**src/rtl/sprite_oam_scanner_pkg.sv**
```systemverilog
// Shared sprite types: OAM entry layout, per-hit config bundle,
// and the OAM-to-config field mapping.
package sprite_oam_scanner_pkg;

    localparam int SPRITE_ROW_UNIT = 8;

    typedef struct packed {
        logic       en;
        logic [7:0] y;
        logic [8:0] x;
        logic [9:0] tile;
        logic [1:0] w;
        logic [1:0] h;
        logic [2:0] palette;
        logic       x_mirror;
        logic       y_mirror;
        logic       fg_prio;
        logic       bg_prio;
    } oam_entry_t;

    typedef struct packed {
        logic [8:0] x;
        logic [1:0] w;
        logic [2:0] palette;
        logic       x_mirror;
        logic       fg_prio;
        logic       bg_prio;
        logic [7:0] y;
        logic [1:0] h;
        logic [9:0] tile;
        logic       y_mirror;
    } sprite_conf_t;

    typedef enum logic [1:0] {
        IDLE,
        SCAN,
        HOLD,
        DONE
    } scan_state_t;

    function automatic sprite_conf_t oam_to_conf(input oam_entry_t e);
        sprite_conf_t c;
        c.x        = e.x;
        c.w        = e.w;
        c.palette  = e.palette;
        c.x_mirror = e.x_mirror;
        c.fg_prio  = e.fg_prio;
        c.bg_prio  = e.bg_prio;
        c.y        = e.y;
        c.h        = e.h;
        c.tile     = e.tile;
        c.y_mirror = e.y_mirror;
        return c;
    endfunction

endpackage

```
**src/rtl/sprite_oam_scanner_row_hit.sv**
```systemverilog
// Combinational test of one OAM entry against a display row;
// the row offset wraps modulo 256 so sprites can straddle the top.
module sprite_row_hit
    import sprite_oam_scanner_pkg::*;
(
    input  oam_entry_t  entry,
    input  logic [7:0]  row,
    output logic        hit
);

    logic [7:0] offset;
    logic [5:0] limit;

    assign offset = row - entry.y;
    assign limit  = 6'(SPRITE_ROW_UNIT) * (6'(entry.h) + 6'd1);
    assign hit    = entry.en && (offset < {2'b00, limit});

endmodule

```
**src/rtl/sprite_oam_scanner.sv**
```systemverilog
// Per-line OAM scanner: walks entries in index order and hands
// each row hit to the fetch logic over a req/ack handshake.
module sprite_oam_scanner
    import sprite_oam_scanner_pkg::*;
#(
    parameter int NUM_SPRITES = 64,
    parameter int ADDR_W      = $clog2(NUM_SPRITES)
) (
    input  logic              clock,
    input  logic              reset_l,
    input  logic              clear,
    input  logic [7:0]        row,
    output logic [ADDR_W-1:0] oam_addr,
    output logic              oam_read,
    input  oam_entry_t        oam_data,
    output sprite_conf_t      conf,
    output logic              conf_exists,
    input  logic              conf_req,
    output logic              conf_ack,
    output logic              scan_done
);

    localparam logic [ADDR_W-1:0] LAST = ADDR_W'(NUM_SPRITES - 1);
    localparam logic [ADDR_W:0]   ONE  = (ADDR_W + 1)'(1);

    scan_state_t       state;
    logic [7:0]        row_q;
    logic [ADDR_W:0]   rd_idx;
    logic [ADDR_W-1:0] eval_idx;
    logic              valid;
    logic              hit;
    logic              scan_rd;
    logic              hold_rd;

    sprite_row_hit u_row_hit (
        .entry (oam_data),
        .row   (row_q),
        .hit   (hit)
    );

    // rd_idx carries one extra bit so it can run past the last entry
    assign scan_rd     = (state == SCAN) && !rd_idx[ADDR_W] && !clear;
    assign conf_ack    = (state == HOLD) && conf_req && !clear;
    assign hold_rd     = conf_ack && (eval_idx != LAST);
    assign oam_read    = scan_rd || hold_rd;
    assign oam_addr    = oam_read ? rd_idx[ADDR_W-1:0] : '0;
    assign conf_exists = (state == SCAN) || (state == HOLD);

    always_ff @(posedge clock or negedge reset_l) begin
        if (!reset_l) begin
            state     <= IDLE;
            row_q     <= '0;
            rd_idx    <= '0;
            eval_idx  <= '0;
            valid     <= 1'b0;
            conf      <= '0;
            scan_done <= 1'b0;
        end else begin
            scan_done <= 1'b0;
            if (clear) begin
                state  <= SCAN;
                row_q  <= row;
                rd_idx <= '0;
                valid  <= 1'b0;
                conf   <= '0;
            end else begin
                unique case (state)
                    SCAN: begin
                        valid    <= scan_rd;
                        eval_idx <= rd_idx[ADDR_W-1:0];
                        if (scan_rd)
                            rd_idx <= rd_idx + ONE;
                        if (valid && hit) begin
                            conf     <= oam_to_conf(oam_data);
                            valid    <= 1'b0;
                            eval_idx <= eval_idx;
                            rd_idx   <= {1'b0, eval_idx} + ONE;
                            state    <= HOLD;
                        end else if (valid && eval_idx == LAST) begin
                            valid     <= 1'b0;
                            scan_done <= 1'b1;
                            state     <= DONE;
                        end
                    end
                    HOLD: begin
                        if (conf_ack) begin
                            if (eval_idx == LAST) begin
                                scan_done <= 1'b1;
                                state     <= DONE;
                            end else begin
                                valid    <= 1'b1;
                                eval_idx <= rd_idx[ADDR_W-1:0];
                                rd_idx   <= rd_idx + ONE;
                                state    <= SCAN;
                            end
                        end
                    end
                    default: ;
                endcase
            end
        end
    end

endmodule

```
**config.mk**
```make
export PLATFORM = sky130hd
export DESIGN_NAME = sprite_oam_scanner
export DESIGN_NICKNAME = d
export VERILOG_FILES = /design/src/rtl/sprite_oam_scanner_pkg.sv /design/src/rtl/sprite_oam_scanner_row_hit.sv /design/src/rtl/sprite_oam_scanner.sv
export SDC_FILE = /design/constraint.sdc
export NUM_CORES = 1
export LEC_CHECK = 0
export CORE_MARGIN = 3
export CORE_UTILIZATION = 51
export CTS_CLUSTER_DIAMETER = 40
export DETAILED_ROUTE_END_ITERATION = 8
export GPL_TIMING_DRIVEN = 1
export PLACE_DENSITY = 0.86
export SLEW_MARGIN = 30
export SYNTH_ARGS = -nofsm -noshare
export SYNTH_HDL_FRONTEND = slang
export SYNTH_SLANG_ARGS = --single-unit
export TNS_END_PERCENT = 5
```
**constraint.sdc**
```tcl
create_clock -name clock -period 8.36 [get_ports clock]
set_input_delay 0.836 -clock clock [delete_from_list [all_inputs] [get_ports clock]]
set_output_delay 0.836 -clock clock [all_outputs]
set_load 0.02 [all_outputs]
```
==> impl_metrics.ini <==
[global_route]
global_route.overflow_total = 0
grt_pass1_vias = 2783
antenna_found_initial = 0
globalRouteTotalUtil = 0.231
grt_max_degree = 64
grt_first_pass_wirelength_um = 13600

[sta]
clock_skew_ns = 0.0104
rsz0062_at_grt = no
post-route-min-period_ns = 4.73
hold_violations = 0
post-route-period-util = 0.565
final_max_slew_viol_count = 0
highest_clock_rate_ghz = 0.212
tightestPinTransition_ns = 0.802
setup_total_negative_slack_ns = 0
report.final.setup_viol = 0
timing.max_slew.rel_slack = 0.466

[critical_path]
critical_path_required_ns = 8.59
endpoint_kind = flip-flop
critical_path.startpoint_type = input port
worst-endpoint-arrival_ns = 4.96
crit_path_max_fanout = 21
critical_path_class = input port to flip-flop

[synthesis]
netlist-cell-type-count = 48
postSynthRegisterBits = 63
syn-cell-area_um2 = 3320
synth.yosys.seq_area_share = 0.474
synth.avg_cell_area_um2 = 10.9
post_synth_inst_count = 305
ys.warnings.count = 0
synth_fp_nets = 369

[clock_tree]
clock_sink_count = 63
clk-insertion-delay-late_ns = 0.35
clkTransAtPathRegs_ns = 0.07
cts_root_buffer = sky130_fd_sc_hd__clkbuf_8
ctsHoldBuffers = 0
cts_htree_levels = 3
post_cts.resized_instances = 0
postCtsSetupBuffers = 0
cts_made_buffers = 9
cts_tree = done
cts_max_path_buffers = 2

[routing]
num_vias = 2665
detail-route-antenna-nets = 0
drt_drc_violations_left = 0
routed_via_density = 5.47
dr.pass1.iters = 4
starting_drc_count_in_detailed_routing = 168
routed_wirelength_um = 7920
routed_wire_length_per_instance_um = 16.3

[place]
numPortBuffers = 98
finalWeightedCongestion = 0.879
detailed_place.area_um2 = 4370
place.detailed.hpwl_um = 5570

[outcome]
status = complete, no violations

[power_and_ir_drop]
irDropWorstVdd_v = 0.000170
cellPowerDensity_nw_per_um2 = 211
cellLeakagePower_nw = 1.97

[floorplanning]
placement_rows = 28
chipWidth_um = 86.7
floorplan.die.height_um = 86.7
floorplan.initialDensity = 0.542
design.core.area_um2 = 6130
fp.dieArea_um2 = 7520
io-pin-count = 99

[worst_hold_path]
worstHoldPathType = flip-flop to flip-flop

[final_layout]
fin_nets = 471
post-route-cell-area_um2 = 4610
final_layout_size_suffix_gt1_frac = 0.114
antenna_cells = 0
syn2layout_area_growth_pct = 38.7

[run]
drv.max_cap_violation_count = 0
[cell usage after synthesis (all sizes together)]
cell     number  area, um^2
a2111o        1        11.3
a2111oi       1        8.76
a211oi        2        15.0
a21o          1        7.51
a21oi         9        52.6
a221oi        1        15.0
a31oi         1        6.26
a32o          2        20.0
and2          7        43.8
and3          5        36.3
buf           6        47.5
clkbuf        6        22.5
dfrtp        63        1580
ha           13         163
inv          15        56.3
mux2         16         203
mux2i        42         420
nand2        13        48.8
nand2b        3        18.8
nand3        12        60.1
nand3b        1        7.51
nor2         44         165
nor2b         4        27.5
nor3          4        20.0
nor4          1        12.5
nor4b         1        15.0
o211a         2        20.0
o211ai        7        57.6
o21ai         5        28.8
o22ai         1        6.26
o2bb2ai       1        8.76
o311ai        1        8.76
o31a          1        8.76
o31ai         1        7.51
or3           3        18.8
xnor2         7        61.3
xor2          2        17.5
[cell families (layout without fill, tap and decap cells)]
group / Yosys count / count (layout) / share of synthesized area
and+or+nand+nor: 98 / 98 / 0.143
DFF: 63 / 63 / 0.474
muxes: 58 / 58 / 0.187
AOI/OAI and AO/OA: 37 / 37 / 0.0851
buffers and inverters: 27 / 134 / 0.0380
adders and majority gates: 13 / 13 / 0.0489
xor gates and xnor gates: 9 / 9 / 0.0237
[where the power goes]
| group | internal [mW] | total [mW] | switching, mW |
|---|---|---|---|
| clock | 0.205 | 0.329 | 0.124 |
| combinational | 0.135 | 0.281 | 0.146 |
| sequential | 0.334 | 0.362 | 0.0289 |
[worst max-delay path, stage by stage]
cell and delay, ns:
sky130_fd_sc_hd__clkdlybuf4s50_1 0.47, sky130_fd_sc_hd__inv_1 0.04, sky130_fd_sc_hd__ha_1 0.32, sky130_fd_sc_hd__a21oi_1 0.23, sky130_fd_sc_hd__o21ai_2 0.13, sky130_fd_sc_hd__a21oi_1 0.26, sky130_fd_sc_hd__nor2b_1 0.11, sky130_fd_sc_hd__nor2_1 0.15
sky130_fd_sc_hd__xnor2_1 0.09, sky130_fd_sc_hd__ha_1 0.33, sky130_fd_sc_hd__nand2_1 0.11, sky130_fd_sc_hd__nand3_1 0.08, sky130_fd_sc_hd__nor3_1 0.21, sky130_fd_sc_hd__o211ai_2 0.20, sky130_fd_sc_hd__nor4b_4 0.27, sky130_fd_sc_hd__buf_4 0.37
sky130_fd_sc_hd__or3_1 0.39, sky130_fd_sc_hd__mux2_4 0.34
[per-stage QoR]
stage | utilization | setup slack [ns] | total power [mW] | cells | hold WS, ns
after floorplan | - | 4.64 | 0.543 | 305 | 0.485
after global placement | 0.712 | 3.65 | 0.637 | 471 | 0.499
after detailed placement | 0.712 | 3.50 | 0.647 | 471 | 0.501
after CTS | 0.752 | 3.69 | 0.979 | 487 | 0.518
after global routing | 0.752 | 3.43 | 1.02 | 487 | 0.538
final | 0.752 | 3.63 | 0.973 | 487 | 0.515
[flip-flops by register name (all words and copies together) (netlist names)]
| signal | cells |
|---|---|
| rd_idx | 7 |
| eval_idx | 6 |
| row_q | 8 |
| state | 2 |
| conf | 38 |
| scan_done | 1 |
| valid | 1 |
[layout by cell type (no fill, tap or decap), types with 3 or more instances in the layout]
| cell | instances |
|---|---|
| sky130_fd_sc_hd__buf_4 | 5 |
| sky130_fd_sc_hd__clkdlybuf4s50_1 | 96 |
| sky130_fd_sc_hd__nand2b_1 | 3 |
| sky130_fd_sc_hd__or3_1 | 3 |
| sky130_fd_sc_hd__bufinv_16 | 3 |
| sky130_fd_sc_hd__inv_1 | 15 |
| sky130_fd_sc_hd__xnor2_1 | 7 |
| sky130_fd_sc_hd__nor2_1 | 44 |
| sky130_fd_sc_hd__ha_1 | 13 |
| sky130_fd_sc_hd__and3_1 | 4 |
| sky130_fd_sc_hd__nor2b_1 | 3 |
| sky130_fd_sc_hd__nand2_1 | 13 |
| sky130_fd_sc_hd__and2_1 | 7 |
| sky130_fd_sc_hd__o211ai_1 | 6 |
| sky130_fd_sc_hd__mux2i_1 | 42 |
| sky130_fd_sc_hd__mux2_4 | 6 |
| sky130_fd_sc_hd__a21oi_1 | 7 |
| sky130_fd_sc_hd__mux2_2 | 8 |
| sky130_fd_sc_hd__clkbuf_8 | 10 |
| sky130_fd_sc_hd__nor3_1 | 4 |
| sky130_fd_sc_hd__nand3_1 | 12 |
| sky130_fd_sc_hd__dfrtp_1 | 63 |
[layout make-up]
class | count | area (um^2)
clock buffer | 10 | 138
clock inverter | 6 | 108
fill | 419 | 1520
inverter | 15 | 56.3
multi-input combinational | 215 | 1630
sequential | 63 | 1580
tap | 75 | 93.8
timing repair buffer | 103 | 1010
[routing by layer]
metal,track usage,wire (um),up-vias
met3,0.0827,626,19
met4,0.0779,169,0
met1,0.286,3280,1275
li1,-,-,1272
met5,0,0,-
met2,0.374,3840,99
[final timing paths]
check | from | end | slack, ns | depth (start not counted)
worst max-delay path | oam_data[32] | eval_idx[0]$_DFFE_PN0P_ | 3.63 | 18
worst min-delay path | row_q[2]$_DFFE_PN0P_ | row_q[2]$_DFFE_PN0P_ | 0.52 | 1
worst max register to register | row_q[2]$_DFFE_PN0P_ | eval_idx[0]$_DFFE_PN0P_ | 4.27 | 16
worst min register to register | row_q[2]$_DFFE_PN0P_ | row_q[2]$_DFFE_PN0P_ | 0.52 | 1
max in group asynchronous | reset_l | valid$_DFFE_PN0P_ | 7.18 | 2
min in group asynchronous | reset_l | conf[1]$_DFFE_PN0P_ | 0.65 | 2
Note: power is estimated with default switching activity, not from simulation.
